--- src/rtl/i2s_player.sv ---
`default_nettype none
// +--------------------------------------------------------------------------+
// | Module   : i2s_player                                                    |
// | Brief    : I2S transmitter; buffers samples in a FIFO and serializes     |
// |            them MSB-first on DACDAT, slaved to a codec-driven BCLK/LRCK. |
// | Revision : 1.0 - initial release                                         |
// +--------------------------------------------------------------------------+
module i2s_player #(
    parameter int WIDTH      = 24,
    parameter int FIFO_DEPTH = 8
) (
    input  logic                          i_clk,
    input  logic                          i_rst,
    input  logic                          i_start,
    input  logic                          i_stop,
    input  logic                          i_BCLK,
    input  logic                          i_LRCK,
    input  logic signed [WIDTH-1:0]       i_data,
    input  logic                          i_valid,
    output logic                          o_ready,
    output logic                          o_DACDAT,
    output logic                          o_playing,
    output logic                          o_underflow,
    output logic [$clog2(FIFO_DEPTH):0]   o_fifo_level
);

    localparam int c_AW = $clog2(FIFO_DEPTH);
    localparam int c_BW = $clog2(WIDTH + 1);
    localparam logic [c_AW:0]   c_FULL_LEVEL = FIFO_DEPTH[c_AW:0];
    localparam logic [c_BW-1:0] c_BITS_FULL  = WIDTH[c_BW-1:0];

    localparam logic [1:0] c_S_IDLE = 2'd0;
    localparam logic [1:0] c_S_WAIT = 2'd1;
    localparam logic [1:0] c_S_PLAY = 2'd2;

    logic [1:0]       r_state;
    logic [1:0]       w_state_next;

    logic             r_bclk_meta, r_bclk_sync, r_bclk_prev;
    logic             r_lrck_meta, r_lrck_sync, r_lrck_last;

    logic [WIDTH-1:0] r_mem [FIFO_DEPTH];
    logic [c_AW-1:0]  r_wr_ptr, r_rd_ptr;
    logic [c_AW:0]    r_level;

    logic [WIDTH-1:0] r_hold;
    logic [c_BW-1:0]  r_bits_left;
    logic [c_BW-1:0]  w_bit_sel;
    logic             r_dacdat;
    logic             r_underflow;

    logic w_fall, w_lr_edge, w_left_start;
    logic w_full, w_empty, w_push, w_pop, w_pop_ok;

    // Codec BCLK rests high between bits; a falling event is the shift point
    assign w_fall       = r_bclk_prev & ~r_bclk_sync;
    assign w_lr_edge    = w_fall && (r_lrck_sync != r_lrck_last);
    assign w_left_start = w_lr_edge && !r_lrck_sync;

    assign w_full   = (r_level == c_FULL_LEVEL);
    assign w_empty  = (r_level == '0);
    assign o_ready  = (r_state != c_S_IDLE) && !w_full;
    assign w_push   = i_valid && o_ready && !i_stop;
    assign w_pop    = w_left_start && (r_state != c_S_IDLE) && !i_stop;
    assign w_pop_ok = w_pop && !w_empty;
    assign w_bit_sel = r_bits_left - 1'b1;

    assign o_DACDAT     = r_dacdat;
    assign o_playing    = (r_state == c_S_PLAY);
    assign o_underflow  = r_underflow;
    assign o_fifo_level = r_level;

    always_ff @(posedge i_clk) begin
        if (i_rst) begin
            r_state <= c_S_IDLE;
        end else begin
            r_state <= w_state_next;
        end
    end

    always_comb begin
        w_state_next = r_state;
        case (r_state)
            c_S_IDLE: if (i_start)      w_state_next = c_S_WAIT;
            c_S_WAIT: if (w_left_start) w_state_next = c_S_PLAY;
            c_S_PLAY: w_state_next = c_S_PLAY;
            default:  w_state_next = c_S_IDLE;
        endcase
        if (i_stop) begin
            w_state_next = c_S_IDLE;
        end
    end

    always_ff @(posedge i_clk) begin
        if (w_push) begin
            r_mem[r_wr_ptr] <= i_data;
        end
    end

    always_ff @(posedge i_clk) begin
        if (i_rst || i_stop || (r_state == c_S_IDLE)) begin
            r_wr_ptr <= '0;
            r_rd_ptr <= '0;
            r_level  <= '0;
        end else begin
            if (w_push) begin
                r_wr_ptr <= r_wr_ptr + 1'b1;
            end
            if (w_pop_ok) begin
                r_rd_ptr <= r_rd_ptr + 1'b1;
            end
            case ({w_push, w_pop_ok})
                2'b10:   r_level <= r_level + 1'b1;
                2'b01:   r_level <= r_level - 1'b1;
                default: r_level <= r_level;
            endcase
        end
    end

    always_ff @(posedge i_clk) begin
        if (i_rst) begin
            r_bclk_meta <= 1'b0;
            r_bclk_sync <= 1'b0;
            r_bclk_prev <= 1'b0;
            r_lrck_meta <= 1'b0;
            r_lrck_sync <= 1'b0;
            r_lrck_last <= 1'b0;
        end else begin
            r_bclk_meta <= i_BCLK;
            r_bclk_sync <= r_bclk_meta;
            r_bclk_prev <= r_bclk_sync;
            r_lrck_meta <= i_LRCK;
            r_lrck_sync <= r_lrck_meta;
            if (w_fall) begin
                r_lrck_last <= r_lrck_sync;
            end
        end
    end

    // Serializer: one idle bit after each LRCK change, then WIDTH bits, then zeros
    always_ff @(posedge i_clk) begin
        if (i_rst) begin
            r_hold      <= '0;
            r_bits_left <= '0;
            r_dacdat    <= 1'b0;
            r_underflow <= 1'b0;
        end else begin
            if (i_stop || (r_state == c_S_IDLE) ||
                ((r_state == c_S_WAIT) && !w_left_start)) begin
                r_dacdat    <= 1'b0;
                r_bits_left <= '0;
            end else if (w_fall) begin
                if (w_lr_edge) begin
                    r_dacdat    <= 1'b0;
                    r_bits_left <= c_BITS_FULL;
                end else if (r_bits_left != '0) begin
                    r_dacdat    <= r_hold[w_bit_sel];
                    r_bits_left <= w_bit_sel;
                end else begin
                    r_dacdat <= 1'b0;
                end
            end

            if (i_start) begin
                r_underflow <= 1'b0;
            end
            if (w_pop) begin
                if (w_empty) begin
                    r_hold      <= '0;
                    r_underflow <= 1'b1;
                end else begin
                    r_hold <= r_mem[r_rd_ptr];
                end
            end
        end
    end

endmodule
`default_nettype wire
--- config.mk ---
export PLATFORM = sky130hd
export DESIGN_NAME = i2s_player
export DESIGN_NICKNAME = d
export VERILOG_FILES = /design/src/rtl/i2s_player.sv
export SDC_FILE = /design/constraint.sdc
export NUM_CORES = 1
export LEC_CHECK = 0
export BUFFER_PORTS_ARGS = -buffer_cell sky130_fd_sc_hd__buf_2
export CAP_MARGIN = 10
export CORE_MARGIN = 10
export CORE_UTILIZATION = 50
export CTS_CLUSTER_SIZE = 20
export DETAILED_ROUTE_END_ITERATION = 10
export PLACE_DENSITY_LB_ADDON = 0.15
export SYNTH_ARGS = -nofsm -noshare
export SYNTH_HDL_FRONTEND = slang
export SYNTH_SLANG_ARGS = --single-unit
--- constraint.sdc ---
create_clock -name i_clk -period 11.2 [get_ports i_clk]
set_input_delay 1.68 -clock i_clk [delete_from_list [all_inputs] [get_ports i_clk]]
set_output_delay 1.68 -clock i_clk [all_outputs]
set_load 0.01 [all_outputs]
==> summary.txt <==
status - finished clean
PostCTS Resize Cnt - 0
Starting Density - 51.2%
crit path capture type - flop
Std-Cell Rows - 50
first-pass GRT wire length - 29100 um
crit path time final - 4.02 ns
Worst EP required - 11.65 ns
Max-Cap Viols - 0
Via Count - 4826
DRT Wirelength - 18000 um
post-synthesis cell type count - 45
Power Dens Cells - 164 nW/um^2
Core Area - 18800 um^2
clock latency reported for the late side of the worst-skew pair - 0.53 ns
vias per inst - 5.55
clk root buf - clkbuf_16
port bufs - 38
Critical R2R Launch - r_bclk_sync$_SDFF_PP0_
# DRC - 0
layout cell share with drive strength beyond 1 - 23.5%
Hold Crit Start - r_bclk_meta$_SDFF_PP0_
# placed instances - 822
WHS Path Cells - 1
Seq. cell area - 6810 um^2
hold path endpoint - r_bclk_sync$_SDFF_PP0_
area of the multi-input gates - 2700 um^2
grt ovf - 0
Switch Pwr - 0.000340 W
Yosys warnings - 0
Area after DPL - 10100 um^2
gp weighted congestion - 0.755
Mapped Nets - 585
mapped cell area - 9630 um^2
Tot GR Track Use - 14.4%
wire length per cell - 20.7 um
initial antenna violation count - 0
register area share after synthesis - 70.7%
HPWL Detailed - 10500 um
vias in the first global route - 5165
clk slew on worst S/H paths - 0.06 ns
fillers - 1449
TritonCTS Buffers - 25
Min-Delay Path Class - reg2reg
Setup Slack @ Placement - 6.63 ns
overall die area - 25200 um^2
Area Growth Syn to Fin - 13.4%
Final period util - 35.9%
Final Hold Vio Count - 0
IO Count - 39
CTS Sinks - 244
clock network fraction of design power - 44.0%
Reg2Reg Setup Slack - 7.65 ns
kind of critical path - in2reg
fmax - 249 MHz
r2r endpoint - o_fifo_level[2]$_SDFFE_PP0P_
slew margin rel. - 22.2%
final setup margin - 7.18 ns
syn avg cell area - 17.7 um^2
#FFs+latches synth - 244
Comb pwr share - 1.3%
DRT Pass-1 Iters - 5
# nets final - 630
Worst Path Max Fanout - 27
fin cells - 869
CTS H-Tree Depth - 1
worst path arrival time - 4.47 ns
Final Util - 58.0%
CTS tree - built
Peak VDD IR - 0.140 mV
final setup fails - 0
Sw Ratio - 19.0%
R2R cell count - 11
Worst Max-Slew Pin Slew - 1.16 ns
RSZ-0062 raised after global routing - no
synthesized instance count - 544
Final ANT Viol Nets - 0
internal power - 0.00145 W
Leak - 3.55 nW
Chip Width - 159 um
Seq pwr share - 54.6%
CP Launch Type - primary input
finished layout cell area - 10900 um^2
die height - 159 um
hold buffers post-CTS - 0
starting DRC count in detailed routing - 321
setup TNS - 0 ns
largest net degree at the start of global routing - 49
Post-CTS Setup Repair Bufs - 0
Clock Path Buffers - 3
clock skew - 0.0128 ns
Slew Limit Fails - 0
==> cell usage in the layout (no fill, tap or decap), drive strengths merged, types with 2 or more instances in the layout <==
cell	n
mux2i	31
nor4bb	2
a21oi	10
nor2b	9
nand3	5
nor4b	2
edfxtp	192
nor3	7
nand2	13
or3	3
a221oi	2
o31a	2
a2111oi	2
nor4	3
xnor2	4
xor2	10
buf	48
clkinv	7
o21ai	5
nor2	46
mux4	52
clkbuf	37
dfxtp	52
a2bb2oi	24
and3	2
ha	10
nand2b	5
inv	9
==> per-layer routing <==
layer / global-route usage [%] / vias up / routed length, um
met5: 0 / - / 0
met4: 4.63 / 0 / 362
met3: 2.53 / 26 / 913
met2: 24.1 / 98 / 9070
met1: 18.7 / 2450 / 7620
li1: - / 2252 / -
==> power by group through the flow <==
stage	clock (W)	combinational, W	sequential (W)
after floorplan	0	0.00000918	0.000998
after detailed placement	0	0.0000245	0.000998
final	0.000788	0.0000241	0.000978
after CTS	0.000809	0.0000246	0.000978
after global placement	0	0.0000230	0.000997
after global routing	0.000843	0.0000277	0.000978
==> kinds of logic (layout without fill, tap and decap cells) <==
group | after synthesis | after routing | synth area share (%)
xor gates and xnor gates | 14 | 14 | 1.47
and+or+nand+nor | 104 | 104 | 5.35
adders and majority gates | 10 | 10 | 1.30
AOI/OAI and AO/OA | 50 | 50 | 3.91
buffers and inverters | 38 | 102 | 1.70
DFF | 244 | 244 | 70.7
muxes | 84 | 84 | 15.6
other | 0 | 1 | 0
==> cells in the mapped netlist, drive strengths merged <==
master / count / area share, %
edfxtp: 192 / 60
dfxtp: 52 / 11
mux4: 52 / 12
nor2: 46 / 1.8
mux2i: 31 / 3.2
a2bb2oi: 24 / 2.2
clkbuf: 21 / 0.83
nand2: 13 / 0.51
a21oi: 10 / 0.52
ha: 10 / 1.3
xor2: 10 / 1.1
buf: 9 / 0.56
nor2b: 9 / 0.58
inv: 8 / 0.31
nor3: 7 / 0.36
nand2b: 5 / 0.32
nand3: 5 / 0.26
o21ai: 5 / 0.26
xnor2: 4 / 0.36
nor4: 3 / 0.19
or3: 3 / 0.19
a2111oi: 2 / 0.18
a221oi: 2 / 0.18
and3: 2 / 0.13
nor4b: 2 / 0.18
nor4bb: 2 / 0.21
o31a: 2 / 0.18
a211oi: 1 / 0.078
a22o: 1 / 0.091
a22oi: 1 / 0.078
and3b: 1 / 0.091
and4bb: 1 / 0.13
mux2: 1 / 0.12
nand4: 1 / 0.065
nor3b: 1 / 0.078
o21a: 1 / 0.078
o21bai: 1 / 0.078
or2: 1 / 0.065
or4: 1 / 0.078
or4b: 1 / 0.10
==> how the worst max path moves through the flow <==
stage	from	end	slack [ns]	depth (start not counted)
final	i_stop	o_fifo_level[2]$_SDFFE_PP0P_	7.18	11
after detailed placement	i_stop	o_fifo_level[3]$_SDFFE_PP0P_	6.63	10
after CTS	i_stop	o_fifo_level[2]$_SDFFE_PP0P_	7.16	11
after floorplan	i_stop	r_mem[0][0]$_DFFE_PP_	6.05	5
after global routing	i_stop	o_fifo_level[3]$_SDFFE_PP0P_	6.94	10
after global placement	i_stop	o_fifo_level[3]$_SDFFE_PP0P_	6.73	10
==> state kept, by name (all words and copies together) (netlist names), named ones only <==
name,count
r_rd_ptr,3
r_bits_left,5
r_bclk_sync,1
r_bclk_meta,1
r_state,2
o_underflow,1
r_lrck_meta,1
r_wr_ptr,3
r_bclk_prev,1
r_lrck_last,1
o_fifo_level,4
r_hold,24
r_lrck_sync,1
r_mem,192
o_DACDAT,1
==> layout make-up <==
cell class | count | share of cell area (%)
sequential | 244 | 62.4
multi-input combinational | 262 | 24.7
clock buffer | 37 | 6.54
tap | 260 | 2.98
timing repair buffer | 48 | 2.43
clock inverter | 9 | 0.699
inverter | 8 | 0.275
antenna | 1 | 0.0229
==> stage by stage <==
stage,power [W],hold WS (ns)
floorplan,0.00101,0.414
global placement,0.00102,0.429
detailed placement,0.00102,0.428
CTS,0.00181,0.442
global route,0.00185,0.473
finish,0.00179,0.439
==> worst max-delay path, stage by stage <==
cell and delay [ns]:
buf_2 0.12, nor2_1 0.22, nand3_1 0.84, inv_1 0.29, ha_1 0.30, xor2_1 0.18, ha_1 0.17, a21oi_1 0.05
xor2_1 0.17, or3_1 0.32, a21oi_1 0.14
No activity file was read; power rests on OpenSTA's default activity.
